**config.mk**
```make
export PLATFORM = sky130hd
export DESIGN_NAME = if_fetch_stage
export DESIGN_NICKNAME = d
export VERILOG_FILES = /design/src/rtl/if_fetch_stage_pkg.sv /design/src/rtl/if_fetch_stage_ifid_reg.sv /design/src/rtl/if_fetch_stage.sv
export SDC_FILE = /design/constraint.sdc
export NUM_CORES = 1
export LEC_CHECK = 0
export ABC_CLOCK_PERIOD_IN_PS = 2800
export CAP_MARGIN = 30
export CELL_PAD_IN_SITES_DETAIL_PLACEMENT = 2
export CELL_PAD_IN_SITES_GLOBAL_PLACEMENT = 2
export CORE_MARGIN = 2
export CORE_UTILIZATION = 31
export DETAILED_ROUTE_END_ITERATION = 8
export GPL_ROUTABILITY_DRIVEN = 0
export GPL_TIMING_DRIVEN = 0
export PLACE_DENSITY = 0.76
export SYNTH_ARGS = -nofsm -noshare
export SYNTH_HDL_FRONTEND = slang
export SYNTH_HIERARCHICAL = 1
export SYNTH_SLANG_ARGS = --single-unit
```
**constraint.sdc**
```tcl
create_clock -name clk -period 2.8 [get_ports clk]
set_input_delay 0.56 -clock clk [delete_from_list [all_inputs] [get_ports clk]]
set_output_delay 0.56 -clock clk [all_outputs]
set_load 0.02 [all_outputs]
```
**src/rtl/if_fetch_stage_pkg.sv**
```systemverilog
// Shared fetch-stage types: bubble encoding, fetch FSM states and the IF/ID record.
package if_fetch_stage_pkg;

  localparam logic [31:0] NOP_INSTR_C = 32'h0000_0013;

  typedef enum logic [1:0] {
    FETCH = 2'd0,
    HOLD  = 2'd1,
    DRAIN = 2'd2
  } fetch_state_e;

  typedef struct packed {
    logic [31:0] instr;
    logic [31:0] pc;
  } ifid_t;

  function automatic logic [31:0] align_word(input logic [31:0] addr);
    return addr & 32'hFFFF_FFFC;
  endfunction

endpackage

```
**src/rtl/if_fetch_stage_ifid_reg.sv**
```systemverilog
// IF/ID pipeline register: load a new record, hold, or replace the instruction with a bubble.
module if_fetch_stage_ifid_reg
  import if_fetch_stage_pkg::*;
#(
  parameter logic [31:0] NOP_INSTR = NOP_INSTR_C
) (
  input  logic  clk_i,
  input  logic  reset_i,
  input  logic  load_i,
  input  logic  flush_i,
  input  ifid_t d_i,
  output ifid_t q_o
);

  ifid_t q_q;
  ifid_t q_d;

  // A bubble keeps PC_id so decode still sees a sensible PC alongside the NOP.
  always_comb begin
    q_d = q_q;
    if (flush_i) begin
      q_d.instr = NOP_INSTR;
    end else if (load_i) begin
      q_d = d_i;
    end else begin
      q_d = q_q;
    end
  end

  always_ff @(posedge clk_i) begin
    if (reset_i) begin
      q_q <= '{instr: NOP_INSTR, pc: 32'h0000_0000};
    end else begin
      q_q <= q_d;
    end
  end

  assign q_o = q_q;

endmodule

```
**src/rtl/if_fetch_stage.sv**
```systemverilog
// RV32I instruction-fetch stage: PC, imem req/ready handshake, one-entry hold buffer and IF/ID.
module if_fetch_stage
  import if_fetch_stage_pkg::*;
#(
  parameter logic [31:0] RESET_PC  = 32'h0000_0000,
  parameter logic [31:0] NOP_INSTR = NOP_INSTR_C
) (
  input  logic        clk,
  input  logic        reset,
  input  logic        IFWrite,
  input  logic        Branch,
  input  logic        Jump,
  input  logic [31:0] JumpAddr,
  output logic        imem_req,
  output logic [31:0] imem_addr,
  input  logic        imem_ready,
  input  logic [31:0] imem_rdata,
  output logic [31:0] Instruction_id,
  output logic [31:0] PC_id,
  output logic        fetch_busy
);

  fetch_state_e state_q, state_d;
  logic         req_q, req_d;
  logic [31:0]  pc_q, pc_d;
  logic [31:0]  target_q, target_d;
  ifid_t        buf_q, buf_d;
  logic         busy_q;

  logic         redirect_s, complete_s, pending_s;
  logic [31:0]  jump_tgt_s;
  logic         ifid_load_s, ifid_flush_s;
  ifid_t        ifid_in_s, ifid_q_s;

  assign redirect_s = IFWrite & (Branch | Jump);
  assign complete_s = req_q & imem_ready;
  assign pending_s  = req_q & ~imem_ready;
  assign jump_tgt_s = align_word(JumpAddr);

  // pc_q is the address on the bus; during DRAIN the redirect target waits in target_q.
  always_comb begin
    state_d      = state_q;
    pc_d         = pc_q;
    target_d     = target_q;
    buf_d        = buf_q;
    ifid_load_s  = 1'b0;
    ifid_flush_s = 1'b0;
    ifid_in_s    = '{instr: imem_rdata, pc: pc_q};
    if (redirect_s) begin
      ifid_flush_s = 1'b1;
      if (pending_s) begin
        state_d  = DRAIN;
        target_d = jump_tgt_s;
      end else begin
        state_d = FETCH;
        pc_d    = jump_tgt_s;
      end
    end else begin
      case (state_q)
        FETCH: begin
          if (complete_s && IFWrite) begin
            ifid_load_s = 1'b1;
            pc_d        = pc_q + 32'd4;
          end else if (complete_s) begin
            buf_d   = '{instr: imem_rdata, pc: pc_q};
            state_d = HOLD;
          end else if (IFWrite) begin
            ifid_flush_s = 1'b1;
          end else begin
            state_d = FETCH;
          end
        end
        HOLD: begin
          if (IFWrite) begin
            ifid_in_s   = buf_q;
            ifid_load_s = 1'b1;
            pc_d        = pc_q + 32'd4;
            state_d     = FETCH;
          end else begin
            state_d = HOLD;
          end
        end
        DRAIN: begin
          ifid_flush_s = IFWrite;
          if (complete_s) begin
            pc_d    = target_q;
            state_d = FETCH;
          end else begin
            state_d = DRAIN;
          end
        end
        default: begin
          state_d = FETCH;
        end
      endcase
    end
    req_d = (state_d != HOLD);
  end

  always_ff @(posedge clk) begin
    if (reset) begin
      state_q  <= FETCH;
      req_q    <= 1'b0;
      pc_q     <= RESET_PC;
      target_q <= RESET_PC;
      buf_q    <= '{instr: NOP_INSTR, pc: 32'h0000_0000};
      busy_q   <= 1'b0;
    end else begin
      state_q  <= state_d;
      req_q    <= req_d;
      pc_q     <= pc_d;
      target_q <= target_d;
      buf_q    <= buf_d;
      busy_q   <= pending_s;
    end
  end

  if_fetch_stage_ifid_reg #(
    .NOP_INSTR(NOP_INSTR)
  ) u_ifid_reg (
    .clk_i  (clk),
    .reset_i(reset),
    .load_i (ifid_load_s),
    .flush_i(ifid_flush_s),
    .d_i    (ifid_in_s),
    .q_o    (ifid_q_s)
  );

  assign imem_req       = req_q;
  assign imem_addr      = pc_q;
  assign fetch_busy     = busy_q;
  assign Instruction_id = ifid_q_s.instr;
  assign PC_id          = ifid_q_s.pc;

endmodule

```
==> results.cfg <==
[setup_path]
max_stage_delay_ns = 0.50
crit_start = IFWrite
crit_buf_inv = 4
reg2reg_to = imem_addr[25]
path_cells = clkdlybuf4s50_1 > clkbuf_2 > nand2_1 > or2_2 > clkbuf_1 > buf_2 > mux2_2 > nand4bb_1 > o21ai_1
critPathSlowestCell = clkdlybuf4s50_1
arrival_ns = 3.01
path_depth = 9
cp-start-kind = input port
r2r_slack_ns = 0.17
cp-end-kind = register
critPathRequiredTime_ns = 3.14
critPathKind = in -> reg
crit_family = buffers and inverters
critPathCapture = u_ifid_reg/q_o[4]
critPathMaxFanout = 10
reg2regPathDepth = 7
reg2reg_from = imem_addr[4]

[synth]
synth_most_common_cell = nand2_1
synth_top_family_by_area = simple AND/OR/NAND/NOR gates
synth-xor-area-share_pct = 1.33
syn-cell-area_mm2 = 0.00919
synth-adder-area-share_pct = 0.136
async_flop_share_pct = 0
synth_area_per_cell_um2 = 8.53
synth-simple-area-share_pct = 25.2
ys.flop_type = dfxtp_1
yosysWarnings = 6
synth.area.top_cells = dfxtp_1, nand2_1, mux2_2
synth_edf_count = 0
yosys_register_bits = 190
synth_common_cells = nand2_1, dfxtp_1, a21oi_1
synth_top_area_share_pct = 41.4
ys_seq_area_share_pct = 41.4
yosysTopAreaCell = dfxtp_1
yosysUniqueCellTypes = 63
synth_compound_area_share_pct = 13.9
netlist_instances = 1077
synthMuxAreaShare_pct = 12.0

[timing]
fmax_mhz = 375
hold_viol_final = 0
relSlewSlack_pct = 40.5
worst_pin_slew_ns = 0.893
fin_setup_tns_ns = 0
skew_ns = 0.0202
hold_slack_ns = 0.438
period_share_pct = 95.3
fin_crit_ns = 2.67
rsz0062_at_grt = no
finalSetupViolations = 0
setup_ws_ns = 0.132
report.final.slew_viol_count = 0

[final_layout]
antenna_cells = 0
drive_gt1_share_pct = 14.1
fin_util_pct = 40.8
finalNonFillerCells = 1666
register_area_mm2 = 0.00381
final_area_mm2 = 0.0120
final_nets = 1334
multi_input_area_mm2 = 0.00486
area_growth_pct = 30.5
fillers = 3298

[clock_network]
cts_buffer_depth = 2
cts_made_buffers = 17
cts_tree = done
cts-root-buf = clkbuf_16
clock_latency_ns = 0.46
h-tree-depth = 4
path_clk_slew_ns = 0.08
cts.sinks = 190

[global_routing]
grt_pass1_vias = 9445
grt_pass1_wl_um = 54700
grt_max_degree = 21
antenna_found_initial = 0
gr-usage-all-layers_pct = 22.8
grt-ovfl-total = 0

[place]
io_buffers = 162
place_inst = 1634
hpwl_um = 26100
pre_cts_ws_ns = -0.742
placed_area_mm2 = 0.0113

[worst_hold_path]
hold_path_depth = 3
hold_class = in -> reg

[pwr]
ir_drop_mv = 0.433
finalPower_mw = 6.50
power_density_mw_per_mm2 = 542
leakage_nw = 4.01

[job]
drv_cap = 0

[floorplanning]
initial_utilization_pct = 31.2
dieArea_mm2 = 0.0310
die_w_um = 176
die_y_um = 176
ios = 168
core_area_mm2 = 0.0294
rows = 63

[route]
vias = 8689
via_per_inst = 5.22
wl_um = 34900
dr.pass1.iters = 5
drtIter0Drc = 370
ant_nets = 0
drt-wirelength-per-cell_um = 20.9
drcViolationCount = 0

[outcome]
status = finished, final reports clean
[state kept, by name, indices dropped and copies added (netlist names)]
name,cells
state_q,2
buf_q,62
u_ifid_reg/q_o,64
imem_addr,30
fetch_busy,1
target_q,30
imem_req,1
[cells by family after synthesis]
kind of cell             count (synthesis)
AO/OA/AOI/OAI                          212
buffers and inverters                  105
flip-flops                             190
adder cells (fa/ha/maj)                  1
XOR/XNOR                                14
AND/OR/NAND/NOR                        452
other                                    1
multiplexers                           102
[layer usage]
metal  up-vias  global-route usage (%)  part of all wire [%]
met1      4334                    27.2                    43
met3        36                    4.87                   5.1
li1       4114                       -                     -
met4         0                    5.82                   1.5
met2       205                    41.5                    51
met5         -                       0                     0
[cell type report]
cell class,count,share of cell area [%]
Clock inverter,15,1.57
Inverter,8,0.250
Multi-Input combinational cell,785,40.5
Timing Repair Buffer,165,13.7
Sequential cell,190,31.8
Tap cell,390,4.07
Buffer,96,4.51
Clock buffer,17,3.55
[how the worst min path moves through the flow]
stage / slack, ns / to / start
2_1_floorplan: 0.43 / target_q[15] / target_q[15]
5_1_grt: 0.45 / u_ifid_reg/q_o[31] / reset
3_5_place_dp: 0.45 / buf_q[62] / buf_q[62]
6_report: 0.44 / u_ifid_reg/q_o[31] / reset
3_3_place_gp: 0.44 / buf_q[62] / buf_q[62]
4_1_cts: 0.43 / u_ifid_reg/q_o[31] / reset
[cells in the final DEF (no fill, tap or decap), types with 5 or more instances in the layout]
cell type / count
nand2_1: 226
dfxtp_1: 187
clkdlybuf4s50_1: 162
a21oi_1: 108
mux2_2: 63
nor2_1: 59
clkbuf_1: 56
mux2i_1: 39
nand2b_1: 37
o21ai_1: 33
nand4bb_1: 32
nand3_1: 17
clkbuf_16: 17
o21ai_0: 15
nor3_1: 14
a211oi_1: 12
buf_2: 11
buf_6: 10
nor2_2: 10
clkbuf_2: 8
buf_4: 8
or4_1: 8
nand4_1: 8
xnor2_1: 8
nor4_1: 8
nor4_2: 7
inv_1: 7
o31ai_1: 7
o211ai_1: 6
xor2_1: 6
clkbuf_8: 5
o221a_2: 5
inv_8: 5
[report_power, final]
group | leakage [nW] | total [mW] | switching, mW | internal, mW
Sequential | 1.54 | 2.92 | 0.128 | 2.79
Clock | 0.300 | 2.60 | 1.30 | 1.30
Combinational | 2.16 | 0.981 | 0.550 | 0.431
Total | 4.01 | 6.50 | 1.98 | 4.52
[timing repair]
| item | CTS | global route |
|---|---|---|
| pin swaps | 0 | 1 |
| buffers inserted | 0 | 1 |
| hold endpoints to repair | 0 | 0 |
| hold buffers | 0 | 0 |
| resized for setup | 9 | 15 |
| setup endpoints to repair | 72 | 23 |
[tightest hold or removal path, stage by stage]
cell and delay (ns):
buf_6 0.10, nand4bb_1 0.12, o21ai_1 0.06
Note: power is estimated with default switching activity, not from simulation.
